### config.mk
export PLATFORM = sky130hd
export DESIGN_NAME = vga_sync_gen
export DESIGN_NICKNAME = d
export VERILOG_FILES = /design/src/rtl/vga_sync_gen.sv
export SDC_FILE = /design/constraint.sdc
export NUM_CORES = 1
export LEC_CHECK = 0
export CORE_ASPECT_RATIO = 0.5
export CORE_MARGIN = 4
export CORE_UTILIZATION = 51
export CTS_CLUSTER_DIAMETER = 150
export DETAILED_ROUTE_END_ITERATION = 8
export DONT_BUFFER_PORTS = 1
export GPL_TIMING_DRIVEN = 0
export PLACE_DENSITY = 0.7
export SETUP_SLACK_MARGIN = 0.1
export SYNTH_ARGS = -nofsm -noshare
export SYNTH_HDL_FRONTEND = slang
export SYNTH_SLANG_ARGS = --single-unit
### constraint.sdc
create_clock -name i_Clk -period 7.2 [get_ports i_Clk]
set_clock_uncertainty 0.15 [all_clocks]
set_input_delay 1.08 -clock i_Clk [delete_from_list [all_inputs] [get_ports i_Clk]]
set_output_delay 1.08 -clock i_Clk [all_outputs]
set_load 0.01 [all_outputs]
### src/rtl/vga_sync_gen.sv
// vga_sync_gen: free-running VGA timing generator (i_Clk/i_Rst/i_En in; registered sync, active, col/row counts and line/frame strobes out)
module vga_sync_gen #(
  parameter int   c_ACTIVE_COLS = 640,
  parameter int   c_H_FRONT     = 16,
  parameter int   c_H_SYNC      = 96,
  parameter int   c_H_BACK      = 48,
  parameter int   c_ACTIVE_ROWS = 480,
  parameter int   c_V_FRONT     = 10,
  parameter int   c_V_SYNC      = 2,
  parameter int   c_V_BACK      = 33,
  parameter logic c_SYNC_POL    = 1'b0
) (
  input  logic       i_Clk,
  input  logic       i_Rst,
  input  logic       i_En,
  output logic       o_HSync,
  output logic       o_VSync,
  output logic       o_Active,
  output logic [9:0] o_Col_Count,
  output logic [9:0] o_Row_Count,
  output logic       o_Line_Start,
  output logic       o_Frame_Start
);
  localparam int TOTAL_COLS = c_ACTIVE_COLS + c_H_FRONT + c_H_SYNC + c_H_BACK;
  localparam int TOTAL_ROWS = c_ACTIVE_ROWS + c_V_FRONT + c_V_SYNC + c_V_BACK;
  localparam logic [9:0] LAST_COL = 10'(TOTAL_COLS - 1);
  localparam logic [9:0] LAST_ROW = 10'(TOTAL_ROWS - 1);
  localparam logic [9:0] H_FP = 10'(c_ACTIVE_COLS);
  localparam logic [9:0] H_SP = 10'(c_ACTIVE_COLS + c_H_FRONT);
  localparam logic [9:0] H_BP = 10'(c_ACTIVE_COLS + c_H_FRONT + c_H_SYNC);
  localparam logic [9:0] V_FP = 10'(c_ACTIVE_ROWS);
  localparam logic [9:0] V_SP = 10'(c_ACTIVE_ROWS + c_V_FRONT);
  localparam logic [9:0] V_BP = 10'(c_ACTIVE_ROWS + c_V_FRONT + c_V_SYNC);

  typedef enum logic [1:0] {H_ACTIVE, H_FRONT, H_SYNC, H_BACK} h_t;
  typedef enum logic [1:0] {V_ACTIVE, V_FRONT, V_SYNC, V_BACK} v_t;

  h_t         h_state, h_nxt;
  v_t         v_state, v_nxt;
  logic [9:0] col_nxt, row_nxt;
  logic       col_wrap, hsync_nxt, vsync_nxt, active_nxt, line_nxt, frame_nxt;

  always_ff @(posedge i_Clk or posedge i_Rst) begin
    if (i_Rst) begin
      o_Col_Count   <= LAST_COL;
      o_Row_Count   <= LAST_ROW;
      h_state       <= H_BACK;
      v_state       <= V_BACK;
      o_HSync       <= ~c_SYNC_POL;
      o_VSync       <= ~c_SYNC_POL;
      o_Active      <= 1'b0;
      o_Line_Start  <= 1'b0;
      o_Frame_Start <= 1'b0;
    end else begin
      o_Col_Count   <= col_nxt;
      o_Row_Count   <= row_nxt;
      h_state       <= h_nxt;
      v_state       <= v_nxt;
      o_HSync       <= hsync_nxt;
      o_VSync       <= vsync_nxt;
      o_Active      <= active_nxt;
      o_Line_Start  <= line_nxt;
      o_Frame_Start <= frame_nxt;
    end
  end

  // phases decode from the next counts (descending order tolerates zero-width porches)
  always_comb begin
    col_wrap = o_Col_Count >= LAST_COL;
    col_nxt  = !i_En ? o_Col_Count : col_wrap ? '0 : o_Col_Count + 10'd1;
    row_nxt  = !(i_En && col_wrap) ? o_Row_Count : (o_Row_Count >= LAST_ROW) ? '0 : o_Row_Count + 10'd1;
    h_nxt    = !i_En ? h_state : col_nxt >= H_BP ? H_BACK : col_nxt >= H_SP ? H_SYNC : col_nxt >= H_FP ? H_FRONT : H_ACTIVE;
    v_nxt    = !i_En ? v_state : row_nxt >= V_BP ? V_BACK : row_nxt >= V_SP ? V_SYNC : row_nxt >= V_FP ? V_FRONT : V_ACTIVE;
  end

  always_comb begin
    hsync_nxt  = (h_nxt == H_SYNC) ? c_SYNC_POL : ~c_SYNC_POL;
    vsync_nxt  = (v_nxt == V_SYNC) ? c_SYNC_POL : ~c_SYNC_POL;
    active_nxt = (col_nxt < H_FP) && (row_nxt < V_FP);
    line_nxt   = i_En && (col_nxt == '0);
    frame_nxt  = line_nxt && (row_nxt == '0);
  end
endmodule

==> flow_summary.json <==
{
  "seq_power_share_pct": 45.4,
  "path_clk_slew_ns": 0.06,
  "start_util_pct": 53.8,
  "fillCellCount": 318,
  "fp.dieW_um": 93.6,
  "hold_viol": 0,
  "finalSetupViolCount": 0,
  "numCtsBuffers": 5,
  "cts.htree.levels": 2,
  "required_ns": 7.21,
  "multi_input_area_sq_um": 972,
  "finalMaxSlewViolations": 0,
  "first_global_vias": 1550,
  "dpl.cell_count": 263,
  "yosysSeqAreaShare_pct": 39.9,
  "numPortBuffers": 0,
  "crit_path_max_fanout": 10,
  "r2r.worst_path.cells": 9,
  "cp-end-kind": "register",
  "worstSetupPathType": "in -> reg",
  "cp-start-kind": "input pin",
  "p_comb_share_pct": 26.1,
  "design_area_sq_um": 2020,
  "grt_antenna_before_repair": 0,
  "fp-row-count": 15,
  "drt-pass1-iter-count": 4,
  "drc": 0,
  "setup_ws_ns": 3.69,
  "rsz0062_at_grt": "no",
  "vias_per_cell": 6.11,
  "post_cts_buffers": 0,
  "drtIter0Drc": 109,
  "worstHoldPathType": "reg -> reg",
  "cts_root_buffer": "clkbuf_8",
  "area_delta_synth_final_pct": 8.24,
  "grt_pass1_wl_mm": 7.51,
  "grt_start_max_net_pins": 30,
  "layout-drive-gt1-share_pct": 20.5,
  "power_switching_w": 0.000167,
  "worstPathArrival_ns": 3.51,
  "fp.dieArea_sq_um": 4750,
  "ant_nets": 0,
  "synth_ff_type": "dfstp_2",
  "postSynthCellCount": 212,
  "antenna_cells": 0,
  "status": "completed",
  "tns_ns": 0,
  "cts_tree": "done",
  "clock_latency_ns": 0.28,
  "max-vdd-ir-drop_v": 0.0000937,
  "pwr-share-clk_pct": 28.4,
  "coreArea_sq_um": 3470,
  "avgSynthCellArea_sq_um": 8.81,
  "wire_per_inst_um": 16.6,
  "fin_cells": 271,
  "die_h_um": 50.8,
  "ff2ff_setup_slack_ns": 3.89,
  "p_per_area_nw_per_um2": 241,
  "gp_congestion": 0.869,
  "relSlewSlack_pct": 25.3,
  "yosysUniqueCellTypes": 53,
  "post-route-period-util_pct": 48.7,
  "grt_use_total_pct": 20.4,
  "hpwl_mm": 3.26,
  "grt.overflow.total": 0,
  "clockBufferDepth": 2,
  "wl_mm": 4.49,
  "async_reset_ff_share_pct": 100,
  "hold_depth": 1,
  "internal_power_w": 0.000320,
  "yosysWarnings": 0,
  "fmax_mhz": 285,
  "dpl_cell_area_sq_um": 1930,
  "switching_share_pct": 34.3,
  "seq_area_sq_um": 746,
  "cts_resized": 0,
  "nets": 225,
  "p_leak_nw": 0.766,
  "fin_hold_ws_ns": 0.330,
  "io-pin-count": 28,
  "synth_nets": 218,
  "syn_area_sq_um": 1870,
  "cts_hold_buf": 0,
  "fin_crit_ns": 3.51,
  "dp_slack_ns": 3.45,
  "tightestPinTransition_ns": 1.12,
  "numClockSinks": 29,
  "synth_edf_count": 0,
  "synth_seq_cells": 29,
  "maxCapViolations": 0,
  "vias": 1656
}
-- critical path, cell delays in order --
cell,delay (ns)
clkbuf_1,0.30
nand3_1,0.16
a21oi_1,0.36
buf_6,0.20
clkbuf_1,0.43
nor2_1,0.13
nor3_1,0.33
nand4_1,0.20
nor4_1,0.32
-- kinds of logic (layout without fill, tap and decap cells) --
logic type | count (synthesis) | count (layout) | share of synthesized area [%]
flops | 29 | 29 | 39.9
buf+inv | 28 | 36 | 8.04
compound gates | 54 | 54 | 20.2
xor+xnor | 5 | 5 | 2.34
mux | 2 | 2 | 1.07
fa+ha+maj | 3 | 3 | 2.01
simple gates | 91 | 91 | 26.5
-- layout make-up --
type,count,share of cell area (%)
plain buffers,15,5.01
clock buffers,8,4.46
inverters,13,2.41
multi-input cells,155,48.1
flip-flops and latches,29,36.9
well taps,51,3.16
-- flip-flops by register name, indices dropped and copies added (netlist names) --
name,flops
v_state,2
o_Col_Count,10
o_Frame_Start,1
o_HSync,1
o_VSync,1
h_state,2
o_Row_Count,10
o_Line_Start,1
o_Active,1
-- power by group through the flow --
stage | Sequential (W) | Clock (W) | Combinational [W]
final | 0.000221 | 0.000138 | 0.000127
after global routing | 0.000224 | 0.000149 | 0.000145
after CTS | 0.000222 | 0.000141 | 0.000126
after detailed placement | 0.000224 | 0 | 0.000125
after global placement | 0.000223 | 0 | 0.000122
after floorplan | 0.000218 | 0 | 0.000104
-- cells in the final DEF, fill, tap and decap left out, types with 3 or more instances in the layout --
master / instances
dfstp_2: 16
a21oi_1: 9
inv_1: 13
xnor2_1: 4
nand3_1: 12
and3_1: 3
nand2_1: 22
ha_1: 3
nor3_1: 5
nand4_1: 9
a21o_1: 4
o31ai_1: 3
or3_1: 6
a31oi_1: 3
nor4_1: 5
and4_1: 3
o21ai_0: 13
clkbuf_1: 7
clkbuf_8: 6
nor2_1: 14
buf_4: 3
buf_6: 4
dfrtp_1: 13
-- layer usage --
metal	GRT usage [%]	up-vias	wire length [um]
li1	-	798	-
met1	26.8	796	2060
met2	32.2	57	2040
met3	7.78	5	361
met4	4.56	0	27
met5	0	-	0
-- Yosys cell counts, types with 3 or more instances --
library cell,instances,area (sq um)
nor3_1,5,25.0
dfstp_2,16,420
a31oi_1,3,18.8
o31ai_1,3,22.5
xnor2_1,4,35.0
nor2_1,14,52.6
nand3_1,12,60.1
and3_1,3,18.8
dfrtp_1,13,325
nand4_1,9,56.3
clkbuf_1,5,18.8
ha_1,3,37.5
nor4_1,5,31.3
nand2_1,22,82.6
inv_1,13,48.8
buf_4,3,22.5
a21oi_1,9,45.0
and4_1,3,26.3
buf_6,4,45.0
a21o_1,4,30.0
o21ai_0,13,65.1
or3_1,6,37.5
-- stage by stage --
step	util [%]	total power [W]
3_5_place_dp	55.6	0.000349
5_1_grt	58.2	0.000518
4_1_cts	58.2	0.000489
2_1_floorplan	-	0.000322
6_report	58.2	0.000487
3_3_place_gp	55.6	0.000345
-- path summary, 6_finish.rpt --
| kind | start | end |
|---|---|---|
| max in group asynchronous | i_Rst | o_Active |
| worst max-delay path | i_En | o_Frame_Start |
| worst min-delay path | h_state[1] | h_state[1] |
| worst min register to register | h_state[1] | h_state[1] |
| worst max register to register | o_Col_Count[0] | o_Frame_Start |
| min in group asynchronous | i_Rst | o_Row_Count[0] |
No activity file was read; power rests on OpenSTA's default activity.
